==> src/rtl/control_sequencer_pkg.sv <==
// sap1_pkg: shared constants and types for the SAP-1 control sequencer.
// Holds opcodes, control-word bit positions, one-hot T-state constants,
// the control-word type, the halt FSM state type and a T-state index helper.
package sap1_pkg;

    // Opcodes (upper nibble of IR); anything else behaves as a NOP
    localparam logic [3:0] OP_LDA = 4'h0;
    localparam logic [3:0] OP_ADD = 4'h1;
    localparam logic [3:0] OP_SUB = 4'h2;
    localparam logic [3:0] OP_OUT = 4'hE;
    localparam logic [3:0] OP_HLT = 4'hF;

    // Control-word bit positions, all active-high
    localparam int CW_CP = 11;
    localparam int CW_EP = 10;
    localparam int CW_LM = 9;
    localparam int CW_CE = 8;
    localparam int CW_LI = 7;
    localparam int CW_EI = 6;
    localparam int CW_LA = 5;
    localparam int CW_EA = 4;
    localparam int CW_SU = 3;
    localparam int CW_EU = 2;
    localparam int CW_LB = 1;
    localparam int CW_LO = 0;

    // One-hot T-state encodings from the ring counter
    localparam logic [5:0] T1 = 6'b000001;
    localparam logic [5:0] T2 = 6'b000010;
    localparam logic [5:0] T3 = 6'b000100;
    localparam logic [5:0] T4 = 6'b001000;
    localparam logic [5:0] T5 = 6'b010000;
    localparam logic [5:0] T6 = 6'b100000;

    typedef logic [11:0] ctrl_word_t;

    // Halt tracking: the sequencer either runs or sits halted until reset
    typedef enum logic {
        ST_RUN  = 1'b0,
        ST_HALT = 1'b1
    } halt_state_t;

    // T-state number 1..6 of the lowest set bit; 0 when no bit is set
    function automatic logic [2:0] tstate_index(input logic [5:0] t);
        logic [2:0] idx;
        idx = 3'd0;
        for (int i = 5; i >= 0; i--) begin
            if (t[i]) idx = 3'(i + 1);
        end
        return idx;
    endfunction

endpackage

==> src/rtl/control_sequencer_if.sv <==
// control_sequencer_if: bundle between the ring counter/IR side and the
// control sequencer. There is no handshake on this bus: t_state and opcode
// are level signals that change on negedge and are sampled on posedge, and
// every output is either combinational from them or registered on posedge.
// The master modport is the ring counter/IR side, slave is the sequencer.
interface control_sequencer_if
    import sap1_pkg::*;
#(
    parameter int CNT_W = 8
);
    logic [5:0]       t_state;
    logic [3:0]       opcode;
    ctrl_word_t       ctrl_word;
    logic             ring_en;
    logic             halted;
    logic [CNT_W-1:0] instr_count;
    logic             tstate_err;

    modport master (
        output t_state,
        output opcode,
        input  ctrl_word,
        input  ring_en,
        input  halted,
        input  instr_count,
        input  tstate_err
    );

    modport slave (
        input  t_state,
        input  opcode,
        output ctrl_word,
        output ring_en,
        output halted,
        output instr_count,
        output tstate_err
    );
endinterface

==> src/rtl/control_sequencer_cw_decode.sv <==
// cw_decode: purely combinational (T-state index, opcode) -> control word.
// tidx is 1..6 for T1..T6 and 0 for "no T-state", which yields a zero word.
module cw_decode
    import sap1_pkg::*;
(
    input  logic [2:0] tidx,
    input  logic [3:0] opcode,
    output ctrl_word_t cw
);

    // Fetch is common to all opcodes; execute phases depend on the opcode
    always_comb begin
        cw = '0;
        case (tidx)
            3'd1: begin
                cw[CW_EP] = 1'b1;
                cw[CW_LM] = 1'b1;
            end
            3'd2: cw[CW_CP] = 1'b1;
            3'd3: begin
                cw[CW_CE] = 1'b1;
                cw[CW_LI] = 1'b1;
            end
            3'd4: begin
                case (opcode)
                    OP_LDA, OP_ADD, OP_SUB: begin
                        cw[CW_LM] = 1'b1;
                        cw[CW_EI] = 1'b1;
                    end
                    OP_OUT: begin
                        cw[CW_EA] = 1'b1;
                        cw[CW_LO] = 1'b1;
                    end
                    default: ;
                endcase
            end
            3'd5: begin
                case (opcode)
                    OP_LDA: begin
                        cw[CW_CE] = 1'b1;
                        cw[CW_LA] = 1'b1;
                    end
                    OP_ADD, OP_SUB: begin
                        cw[CW_CE] = 1'b1;
                        cw[CW_LB] = 1'b1;
                    end
                    default: ;
                endcase
            end
            3'd6: begin
                case (opcode)
                    OP_ADD: begin
                        cw[CW_EU] = 1'b1;
                        cw[CW_LA] = 1'b1;
                    end
                    OP_SUB: begin
                        cw[CW_EU] = 1'b1;
                        cw[CW_LA] = 1'b1;
                        cw[CW_SU] = 1'b1;
                    end
                    default: ;
                endcase
            end
            default: ;
        endcase
    end

endmodule

==> src/rtl/control_sequencer.sv <==
// control_sequencer: decodes the one-hot T-state and IR opcode into the SAP-1
// control word, tracks halt, counts retired instructions and, when
// CTRL_TSTATE_CHECK_EN is defined, flags malformed T-state encodings.
// Without CTRL_TSTATE_CHECK_EN a malformed T-state decodes as its lowest
// set bit and tstate_err is tied low. The halt FSM state is visible on halted.
module control_sequencer
    import sap1_pkg::*;
#(
    parameter int CNT_W = 8
) (
    input  logic                clk,
    input  logic                reset,
    control_sequencer_if.slave  bus
);

    logic [2:0]       tidx;
    ctrl_word_t       cw_raw;
    halt_state_t      state_q;
    halt_state_t      state_d;
    logic [CNT_W-1:0] count_q;
    logic             halted;

`ifdef CTRL_TSTATE_CHECK_EN
    logic one_hot;
    logic err_q;

    // A malformed T-state is treated as "no T-state": no bits, no count, no halt
    always_comb begin
        one_hot = $onehot(bus.t_state);
        tidx    = one_hot ? tstate_index(bus.t_state) : 3'd0;
    end

    // Sticky error flag, cleared only by reset
    always_ff @(posedge clk) begin
        if (reset) begin
            err_q <= 1'b0;
        end else if (!one_hot) begin
            err_q <= 1'b1;
        end
    end

    assign bus.tstate_err = err_q;
`else
    // Lowest set bit wins; all-zero decodes as no T-state
    assign tidx           = tstate_index(bus.t_state);
    assign bus.tstate_err = 1'b0;
`endif

    cw_decode u_cw_decode (
        .tidx   (tidx),
        .opcode (bus.opcode),
        .cw     (cw_raw)
    );

    // Halt FSM state register; only reset leaves ST_HALT
    always_ff @(posedge clk) begin
        if (reset) begin
            state_q <= ST_RUN;
        end else begin
            state_q <= state_d;
        end
    end

    // Halt FSM next state: HLT in T4 halts at that posedge
    always_comb begin
        state_d = state_q;
        case (state_q)
            ST_RUN: begin
                if (tidx == 3'd4 && bus.opcode == OP_HLT) begin
                    state_d = ST_HALT;
                end
            end
            ST_HALT: state_d = ST_HALT;
            default: state_d = ST_RUN;
        endcase
    end

    assign halted = (state_q == ST_HALT);

    // Retired-instruction counter: one count per T6 while running, wraps silently
    always_ff @(posedge clk) begin
        if (reset) begin
            count_q <= '0;
        end else if (!halted && tidx == 3'd6) begin
            count_q <= count_q + CNT_W'(1);
        end
    end

    assign bus.ctrl_word   = (reset || halted) ? '0 : cw_raw;
    assign bus.ring_en     = !halted && !reset;
    assign bus.halted      = halted;
    assign bus.instr_count = count_q;

endmodule

==> src/flat_wrapper.sv <==
// flat-port wrapper written by rule: the top's interface ports become plain ports
module control_sequencer_flat import sap1_pkg::*;
#(
    parameter int CNT_W = 8
)
  (clk, reset, bus_t_state, bus_opcode, bus_ctrl_word, bus_ring_en, bus_halted, bus_instr_count, bus_tstate_err);
  control_sequencer_if #(.CNT_W(CNT_W)) bus_i ();
  input  logic clk;
  input  logic reset;
  input wire logic [$bits(bus_i.t_state)-1:0] bus_t_state;
  input wire logic [$bits(bus_i.opcode)-1:0] bus_opcode;
  output wire logic [$bits(bus_i.ctrl_word)-1:0] bus_ctrl_word;
  output wire logic [$bits(bus_i.ring_en)-1:0] bus_ring_en;
  output wire logic [$bits(bus_i.halted)-1:0] bus_halted;
  output wire logic [$bits(bus_i.instr_count)-1:0] bus_instr_count;
  output wire logic [$bits(bus_i.tstate_err)-1:0] bus_tstate_err;
  assign bus_i.t_state = bus_t_state;
  assign bus_i.opcode = bus_opcode;
  assign bus_ctrl_word = bus_i.ctrl_word;
  assign bus_ring_en = bus_i.ring_en;
  assign bus_halted = bus_i.halted;
  assign bus_instr_count = bus_i.instr_count;
  assign bus_tstate_err = bus_i.tstate_err;
  control_sequencer #(.CNT_W(CNT_W)) u_core (.clk(clk), .reset(reset), .bus(bus_i));
endmodule
==> config.mk <==
export PLATFORM = sky130hd
export DESIGN_NAME = control_sequencer_flat
export DESIGN_NICKNAME = d
export VERILOG_FILES = /design/src/rtl/control_sequencer_pkg.sv /design/src/rtl/control_sequencer_if.sv /design/src/rtl/control_sequencer_cw_decode.sv /design/src/rtl/control_sequencer.sv /design/src/flat_wrapper.sv
export SDC_FILE = /design/constraint.sdc
export NUM_CORES = 1
export LEC_CHECK = 0
export BUFFER_PORTS_ARGS = -buffer_cell sky130_fd_sc_hd__buf_2
export CAP_MARGIN = 20
export CORE_ASPECT_RATIO = 1.5
export CORE_MARGIN = 5
export CORE_UTILIZATION = 30
export DETAILED_ROUTE_END_ITERATION = 12
export SYNTH_ARGS = -nofsm -noshare
export SYNTH_HDL_FRONTEND = slang
export SYNTH_SLANG_ARGS = --single-unit
==> constraint.sdc <==
create_clock -name clk -period 2.4 [get_ports clk]
set_clock_uncertainty 0.2 [all_clocks]
set_input_delay 0.12 -clock clk [delete_from_list [all_inputs] [get_ports clk]]
set_output_delay 0.12 -clock clk [all_outputs]
set_load 0.02 [all_outputs]
Yosys cells after proc, flatten, opt, wreduce, memory -nomap -nowiden
Index checks and enable logic that the tools add are counted.
Storage, ports and cells
  output and inout bits: 23
  register bits after elaboration: 9
Cells by class
  $add $sub $neg: 1
  muxes and demuxes: 24
  equal/unequal tests: 10
  reduce and logical (&&, ||, !) cells: 9
  bitwise operators: 1
Operators with widths (count)
  $mux 3: 6
  $mux 1: 12
  $mux 12: 1
  $eq 3x3->1 const B: 3
  $add 8x1->8 const B: 1
  $eq 4x4->1 const B: 2
  $pmux 1 s2: 4
  $eq 3x2->1 const B: 2
  $eq 4x1->1 const B: 1
  $eq 4x2->1 const B: 1
  $logic_not 4->1: 1
  $eq 3x1->1 const B: 1
  $logic_and 1x1->1: 3
  $reduce_or 3->1: 1
  $logic_not 1->1: 2
  $mux 2: 1
  $reduce_or 2->1: 1
  $logic_or 1x1->1: 1
  $not 1->1: 1

Logic depth before layout (Yosys ltp)
Gate-level depths: netlist of run 1.
  depth after elaboration: 10
  gate-level depth with buffers: 4
  mapped depth without buffers: 4

By module
A second synthesis of run 1 with hierarchy kept.
Second synthesis, totals
  cell total of the unflattened synthesis: 108
  area total of the unflattened synthesis: 797.0 µm²
By module, submodules not included
  control_sequencer: area each 605.6 µm², cells an instance 78, instances 1, sequential area each 180.2 µm²
  cw_decode: area each 191.4 µm², cells an instance 30, instances 1, sequential area each 0.0 µm²

Worst setup path before layout of run 1
No wires, ideal clock.
  path type: register -> register
  start: register u_core.count_q[0], in the netlist u_core.bus.instr_count[0]
  end: register u_core.count_q[6], in the netlist u_core.bus.instr_count[6]
  path buffers: 0
  arrival time: 1.743 ns
  path slack: 0.387 ns
  data required time: 2.129 ns
  library setup time: 0.071 ns
  stages on the path, launching flop included: 5
  clock period less this slack: 2.013 ns
  cells stage by stage: dfxtp_1 > ha_1 > or4b_4 > or4_1 > a21oi_1
On the way
  word-level cells in the longest chain between the ends: 1
Ends and longest elaborated chain
  start: declaration: RTL line control_sequencer.sv:20  | logic [CNT_W-1:0] count_q;
  start signal: assignment: RTL line control_sequencer.sv:85  | count_q <= count_q + CNT_W'(1);
  $add 8x1->8: RTL line control_sequencer.sv:85
Every way passes these cells.
A chain may end at the register's enable or synchronous reset.

Worst setup path after layout of run 1
  start: register u_core.count_q[1], in the netlist u_core.bus.instr_count[1]
  end: register u_core.count_q[6], in the netlist u_core.bus.instr_count[6]
Same word-level chain as after synthesis.

==> impl_metrics.sql, run 1 <==
INSERT INTO impl_metrics (metric_group, metric, value, unit) VALUES
('worst_setup_path', 'critPathSlowestCell', 'or4b_4', ''),
('routing', 'finalWirelength', '1.70', 'mm'),
('worst_setup_path', 'timing.critical_path.slowest_cell_delay', '0.49', 'ns'),
('worst_hold_path', 'hp-start', 'reset', ''),
('grt', 'grt_max_degree', '15', ''),
('worst_hold_path', 'worst_hold_path.num_cells', '2', ''),
('synthesis', 'netlist_area', '661', 'um^2'),
('worst_setup_path', 'launch_point_of_the_worst_reg_to_reg_path', 'u_core.bus.instr_count[1]', ''),
('worst_setup_path', 'rr_endpoint', 'u_core.bus.instr_count[6]', ''),
('floorplanning', 'rows', '20', ''),
('cts', 'number_of_buffers_inserted_by_post_cts_setup_repair', '0', ''),
('routing', 'drt-wirelength-per-cell', '12.3', 'um'),
('grt', 'grt.overflow.total', '0', ''),
('cells_and_area', 'drive_gt1_frac', '0.345', ''),
('timing', 'final-hold-violation-count', '1', ''),
('placed_design', 'routability_cong', '0.745', ''),
('cells_and_area', 'synth_to_layout_area_growth', '28.0', '%'),
('cells_and_area', 'antennaDiodeCount', '0', ''),
('worst_setup_path', 'worstPathCellList', 'ha_1 > or4b_4 > or4_1 > a21oi_1', ''),
('cts', 'cts.hold.buffers_added', '0', ''),
('cts', 'root_buffer', 'clkbuf_4', ''),
('routing', 'route.antenna.remaining_nets', '0', ''),
('timing', 'report.final.slew_viol_count', '0', ''),
('synthesis', 'syn-mean-instance-area', '7.86', 'um^2'),
('worst_setup_path', 'crit_fanout', '6', ''),
('timing', 'setup_total_negative_slack', '0', 'ns'),
('timing', 'rsz0062_at_grt', 'false', ''),
('worst_setup_path', 'worstPathArrival', '1.94', 'ns'),
('grt', 'grt_antenna_before_repair', '0', ''),
('cts', 'cts_buffers', '3', ''),
('cts', 'max-clock-path-buffers', '2', ''),
('synthesis', 'synthCells', '84', ''),
('floorplanning', 'floorplan.die.height', '67.5', 'um'),
('floorplanning', 'floorplan.io_pins', '35', ''),
('placed_design', 'portBuffers', '33', ''),
('worst_setup_path', 'critical_path.n_buffers_inverters', '0', ''),
('routing', 'drt_first_pass_iters', '4', ''),
('worst_setup_path', 'path_delay_family', 'simple AND/OR/NAND/NOR gates', ''),
('power', 'power.static_leakage', '0.399', 'nW'),
('synthesis', 'synth_register_bits', '9', ''),
('routing', 'route.detailed.drc', '0', ''),
('worst_setup_path', 'r2r_slack', '0.45', 'ns'),
('routing', 'dr_total_vias', '720', ''),
('grt', 'grt_first_pass_wirelength', '2.90', 'mm'),
('timing', 'finalHoldWorstSlack', '-0.00646', 'ns'),
('cells_and_area', 'final_util', '0.407', ''),
('worst_setup_path', 'start_kind', 'flop', ''),
('status', 'run_status', 'complete, but fails checks', ''),
('cts', 'cts_htree_levels', '1', ''),
('placed_design', 'post-dp-hpwl', '1.36', 'mm'),
('status', 'failed_checks', 'hold timing', ''),
('worst_setup_path', 'rr_worst_depth', '4', ''),
('worst_hold_path', 'timing.hold.worst_endpoint', 'u_core.bus.halted', ''),
('cts', 'cts_tree', 'built', ''),
('cts', 'cts.clk_slew.worst_paths', '0.06', 'ns'),
('power', 'power_per_cell_area', '380', 'nW/um^2'),
('worst_setup_path', 'timing.critical_path.to_type', 'flop', ''),
('placed_design', 'placed_cells', '134', ''),
('cells_and_area', 'final_cells', '138', ''),
('worst_setup_path', 'critical_path_required', '2.39', 'ns'),
('routing', 'routed_via_density', '5.22', ''),
('synthesis', 'synth_sequential_area_ratio', '0.273', ''),
('job', 'cap_viol_max_count', '0', ''),
('timing', 'period_minus_slack', '1.95', 'ns'),
('timing', 'portion_of_the_clock_cycle_consumed_by_the_worst_path_in_the_final_layout', '0.812', ''),
('cts', 'worstSkewPairLatency', '0.26', 'ns'),
('cts', 'clock_sinks', '9', ''),
('synthesis', 'synth-warning-count', '0', ''),
('grt', 'grtUsageTotal', '0.109', ''),
('floorplanning', 'floorplan.initialDensity', '0.318', ''),
('floorplanning', 'core_area', '2080', 'um^2');
==> routing by layer <==
layer  track usage  share of wire  vias to the layer above
li1              -              -                      377
met5             0              0                        -
met4        0.0519         0.0082                        0
met1         0.128           0.45                      312
met2         0.175           0.45                       29
met3        0.0397          0.099                        2
==> Yosys cell counts, drive strengths merged <==
| master | n | area share |
|---|---|---|
| a21oi | 6 | 0.045 |
| a22oi | 1 | 0.011 |
| a31o | 1 | 0.013 |
| a41oi | 1 | 0.013 |
| and2 | 1 | 0.0095 |
| and2b | 1 | 0.011 |
| and3 | 3 | 0.028 |
| and4b | 1 | 0.015 |
| buf | 3 | 0.040 |
| clkbuf | 2 | 0.011 |
| conb | 1 | 0.0057 |
| dfxtp | 9 | 0.27 |
| ha | 1 | 0.019 |
| inv | 1 | 0.0057 |
| mux2 | 2 | 0.034 |
| nand2 | 6 | 0.034 |
| nand2b | 2 | 0.019 |
| nand3 | 3 | 0.023 |
| nand4 | 2 | 0.019 |
| nor2 | 11 | 0.063 |
| nor2b | 3 | 0.028 |
| nor3 | 1 | 0.0076 |
| nor3b | 1 | 0.011 |
| nor4 | 3 | 0.051 |
| nor4b | 1 | 0.013 |
| o21ai | 3 | 0.023 |
| o21bai | 1 | 0.011 |
| o31ai | 3 | 0.034 |
| or3 | 4 | 0.038 |
| or4 | 3 | 0.034 |
| or4b | 2 | 0.042 |
| xor2 | 1 | 0.013 |
==> cell families after synthesis <==
logic type	share of synthesized area
DFF	0.273
buffers and inverters	0.0568
muxes	0.0341
other	0.00568
and+or+nand+nor	0.447
xor gates and xnor gates	0.0133
AOI/OAI and AO/OA	0.152
adders and majority gates	0.0189
==> cell type report <==
cell class	instances	area, um^2
fill	216	1230
multi-input combinational	69	443
sequential	9	180
timing repair buffer	33	165
tap	22	27.5
clock buffer	4	26.3
inverter	1	3.75
==> how the worst max path moves through the flow <==
stage	start	to	slack [ns]
finish	u_core.bus.instr_count[1]	u_core.bus.instr_count[6]	0.45
global route	u_core.bus.instr_count[1]	u_core.bus.instr_count[6]	0.34
CTS	u_core.bus.instr_count[0]	u_core.bus.instr_count[6]	0.45
detailed placement	u_core.bus.instr_count[0]	u_core.bus.instr_count[6]	0.47
global placement	u_core.bus.instr_count[1]	u_core.bus.instr_count[6]	0.50
floorplan	u_core.bus.instr_count[0]	u_core.bus.instr_count[6]	0.39
==> power breakdown <==
group,total (mW),switching [mW],internal (mW)
logic,0.0548,0.0347,0.0201
registers,0.150,0.000442,0.150
clock network,0.116,0.0524,0.0641
==> registers in the layout, summed over array words and instances (netlist names) <==
signal and count:
u_core.bus.halted 1, u_core.bus.instr_count 8
==> through the flow <==
step                      instance area (um^2)  total power [mW]  setup WS (ns)  hold WS (ns)
after CTS                                  846             0.327          0.452       0.00166
after global placement                     820             0.208          0.495         0.265
final                                      846             0.321          0.451      -0.00646
after global routing                       846             0.340          0.343       0.00985
after detailed placement                   820             0.208          0.465         0.274
after floorplan                            661             0.186          0.387         0.110
Note: power is estimated with default switching activity, not from simulation.
==> inputs of run 2 (changes only) <==
--- a/config.mk
+++ b/config.mk
@@ -5,6 +5,7 @@
 export SDC_FILE = /design/constraint.sdc
 export NUM_CORES = 1
 export LEC_CHECK = 0
+export ABC_AREA = 1
 export BUFFER_PORTS_ARGS = -buffer_cell sky130_fd_sc_hd__buf_2
 export CAP_MARGIN = 20
 export CORE_ASPECT_RATIO = 1.5
==> constraint.sdc (replaced) <==
create_clock -name clk -period 2.02 [get_ports clk]
set_clock_uncertainty 0.2 [all_clocks]
set_input_delay 0.101 -clock clk [delete_from_list [all_inputs] [get_ports clk]]
set_output_delay 0.101 -clock clk [all_outputs]
set_load 0.02 [all_outputs]
==> run 2 against run 1 <==
  * The run now ends clean
  * Synthesized cell count rose by 61%
  * Sequential cell count did not move
  * Total power rose by 52%
  * Via count rose by 30%
  * Global-route usage rose by 0.12 points
  * Die area rose by 18%
  * Core utilization fell by 0.35 points
  * Setup slack got worse by 0.31 ns
  * Highest routed layer unchanged
==> impl_metrics.sql, run 2 <==
INSERT INTO impl_metrics (metric_group, metric, value, unit) VALUES
('status', 'run_status', 'complete, no violations', ''),
('floorplanning', 'design.die.area', '3850', 'um^2'),
('synthesis', 'synthDominantCellAreaShare', '0.223', ''),
('floorplanning', 'floorplan.io_pins', '35', ''),
('cts', 'max-clock-path-buffers', '2', ''),
('synthesis', 'syn-mean-instance-area', '5.98', 'um^2'),
('cells_and_area', 'finish.instance_area', '1060', 'um^2'),
('timing', 'report.final.slew_viol_count', '0', ''),
('worst_setup_path', 'worstPathCellList', 'dlygate4sd3_1 > buf_2 > nor2_2 > inv_1 > nor4_2 > buf_2', ''),
('worst_setup_path', 'critical_path_required', '1.72', 'ns'),
('worst_setup_path', 'timing.critical_path.to_type', 'primary output', ''),
('power', 'power_frac_clock', '0.430', ''),
('power', 'p_sw_frac', '0.279', ''),
('cts', 'root_buffer', 'clkbuf_8', ''),
('routing', 'drt-wirelength-per-cell', '9.69', 'um'),
('worst_setup_path', 'timing.critical_path.slowest_cell_delay', '0.53', 'ns'),
('synthesis', 'synthCells', '135', ''),
('worst_setup_path', 'worstPathArrival', '1.58', 'ns'),
('cts', 'cts.clk_slew.worst_paths', '0.05', 'ns'),
('synthesis', 'netlist_area', '807', 'um^2'),
('placed_design', 'placed_cells', '202', ''),
('timing', 'period_minus_slack', '1.88', 'ns'),
('cells_and_area', 'final_cells', '207', ''),
('cells_and_area', 'layout.filler_cells', '280', ''),
('floorplanning', 'rows', '23', ''),
('timing', 'final-hold-violation-count', '0', ''),
('placed_design', 'post-dp-hpwl', '1.66', 'mm'),
('power', 'seq_power_share', '0.370', ''),
('timing', 'setup_viol', '0', ''),
('power', 'cellInternalPower', '351', 'uW'),
('timing', 'worst_slack', '0.140', 'ns'),
('synthesis', 'synth_register_bits', '9', ''),
('worst_setup_path', 'critPathSlowestCell', 'dlygate4sd3_1', ''),
('synthesis', 'ys.flop_type', 'dfxtp_1', ''),
('worst_setup_path', 'start_kind', 'input pin', ''),
('grt', 'grt_use_met3', '0.0142', ''),
('synthesis', 'synth_fp_nets', '148', ''),
('grt', 'grt.busiest_layer', 'met2', ''),
('cts', 'cts_buffers', '3', ''),
('synthesis', 'asyncSetResetFlopFracSynth', '0', ''),
('cells_and_area', 'largest_reg_flops', '8', ''),
('routing', 'routed_via_density', '4.51', ''),
('grt', 'grt_antenna_before_repair', '0', ''),
('cells_and_area', 'num-nets-final', '184', ''),
('cts', 'number_of_buffers_inserted_by_post_cts_setup_repair', '0', ''),
('cells_and_area', 'layout.cells.most_common', 'buf_2', ''),
('grt', 'grt_pass1_vias', '850', ''),
('grt', 'met2_routing_resource_usage_after_global_routing', '0.186', ''),
('placed_design', 'place_ws', '0.393', 'ns'),
('synthesis', 'synthTopCellsByArea', 'dfxtp_1 22%, nand2_1 13%, inv_1 11%', ''),
('routing', 'dr_total_vias', '934', ''),
('floorplanning', 'floorplan.initialDensity', '0.308', ''),
('worst_setup_path', 'path_delay_family', 'buffers and inverters', ''),
('placed_design', 'routability_cong', '0.766', ''),
('routing', 'drt_first_pass_iters', '4', ''),
('worst_setup_path', 'path_class', 'input pin to primary output', ''),
('job', 'cap_viol_max_count', '0', ''),
('routing', 'drt_iter0_markers', '19', ''),
('timing', 'max_freq', '532', 'MHz'),
('timing', 'setup_total_negative_slack', '0', 'ns'),
('synthesis', 'yosysMostFrequentCell', 'nand2_1', ''),
('grt', 'grt_first_pass_wirelength', '3.29', 'mm'),
('synthesis', 'synth_sequential_area_ratio', '0.223', ''),
('grt', 'grt.overflow.total', '0', ''),
('grt', 'grtUsageTotal', '0.110', ''),
('placed_design', 'portBuffers', '33', ''),
('synthesis', 'yosysUniqueCellTypes', '25', ''),
('timing', 'portion_of_the_clock_cycle_consumed_by_the_worst_path_in_the_final_layout', '0.931', ''),
('cts', 'clock_sinks', '9', ''),
('power', 'power.switching', '136', 'uW'),
('synthesis', 'number_of_flops_mapped_to_enable_cells_by_yosys', '0', ''),
('floorplanning', 'core_area', '2620', 'um^2'),
('worst_setup_path', 'r2r_slack', '0.51', 'ns'),
('power', 'power.static_leakage', '0.513', 'nW'),
('cts', 'worstSkewPairLatency', '0.23', 'ns'),
('routing', 'finalWirelength', '2.01', 'mm'),
('power', 'combinationalPowerShare', '0.199', ''),
('timing', 'finalHoldWorstSlack', '0.0696', 'ns'),
('cells_and_area', 'most-common-layout-cells', '33 x buf_2, 28 x nand2_1, 23 x inv_1, 22 x nor2_1', ''),
('power', 'worst_ir_drop_vdd', '0.276', 'mV'),
('worst_hold_path', 'hold_path_class', 'input pin to flop', ''),
('timing', 'rsz0062_at_grt', 'false', ''),
('floorplanning', 'floorplan.die.height', '73.5', 'um'),
('worst_setup_path', 'critical_path.n_buffers_inverters', '4', ''),
('grt', 'grtUsageMet1', '0.123', ''),
('cells_and_area', 'antennaDiodeCount', '0', ''),
('cells_and_area', 'synth_to_layout_area_growth', '31.0', '%'),
('placed_design', 'placement.cell_area', '1000', 'um^2'),
('synthesis', 'synth.cells.most_frequent', '28 x nand2_1, 23 x inv_1, 23 x nor2_1, 9 x dfxtp_1, 9 x nand3_1', ''),
('synthesis', 'synth_area_leader_cell', 'dfxtp_1', ''),
('power', 'power.total', '487', 'uW'),
('power', 'power_per_cell_area', '461', 'nW/um^2'),
('routing', 'route.antenna.remaining_nets', '0', ''),
('routing', 'route.detailed.drc', '0', ''),
('floorplanning', 'fp.dieW', '52.4', 'um'),
('cells_and_area', 'drive_gt1_frac', '0.318', ''),
('cts', 'cts_htree_levels', '1', ''),
('worst_setup_path', 'crit_top_cell', 'buf_2', ''),
('synthesis', 'synth-warning-count', '0', ''),
('cts', 'cts_tree', 'built', ''),
('cells_and_area', 'final_util', '0.404', ''),
('worst_setup_path', 'crit_fanout', '6', ''),
('grt', 'grt_max_degree', '17', '');
## run 2: layout make-up
class | instances | area, um^2 | share of cell area
Timing Repair Buffer | 35 | 183 | 0.173
Sequential cell | 9 | 180 | 0.170
Clock buffer | 4 | 45.0 | 0.0426
Inverter | 27 | 101 | 0.0959
Tap cell | 37 | 46.3 | 0.0438
Multi-Input combinational cell | 95 | 502 | 0.475
## run 2: worst register-to-register path, cell delays in order, from the launching register on
cell and delay (ns):
dfxtp_1 0.39, ha_1 0.21, nand2_1 0.09, nor3_1 0.26
nand3_1 0.11, nand2_1 0.07, inv_1 0.03, nor2_1 0.08
## run 2: path summary, 6_finish.rpt
check / start / endpoint / depth (start not counted)
worst max-delay path: reset / bus_ctrl_word[11] / 6
worst min-delay path: bus_t_state[0] / u_core.bus.instr_count[2] / 4
worst max register to register: u_core.bus.instr_count[0] / u_core.bus.instr_count[6] / 7
worst min register to register: u_core.bus.instr_count[2] / u_core.bus.instr_count[2] / 2
## run 2: metal layers
metal  routed length [um]  up-vias
met5                    0        -
met4                   53        0
met3                  146        6
met2                  974       34
met1                  832      399
li1                     -      495
## run 2: logic make-up after synthesis
| family | after synthesis | share of synthesized area |
|---|---|---|
| buffers and inverters | 31 | 0.172 |
| AO/OA/AOI/OAI | 7 | 0.0527 |
| adder cells (fa/ha/maj) | 1 | 0.0155 |
| AND/OR/NAND/NOR | 86 | 0.532 |
| other | 1 | 0.00465 |
| flip-flops | 9 | 0.223 |
## run 2: repair_timing
item / 4_1_cts / 5_1_grt
setup endpoints to repair: 0 / 3
endpoints found under the hold margin: 1 / 0
hold buffers: 1 / 0
gates resized for setup: 0 / 1
## run 2: power by group through the flow
| stage | Clock (mW) | Combinational [mW] | Sequential [mW] |
|---|---|---|---|
| floorplan | 0 | 0.0678 | 0.185 |
| global placement | 0 | 0.0941 | 0.184 |
| detailed placement | 0 | 0.0964 | 0.184 |
| CTS | 0.220 | 0.0980 | 0.180 |
| global route | 0.228 | 0.108 | 0.180 |
| finish | 0.210 | 0.0971 | 0.180 |
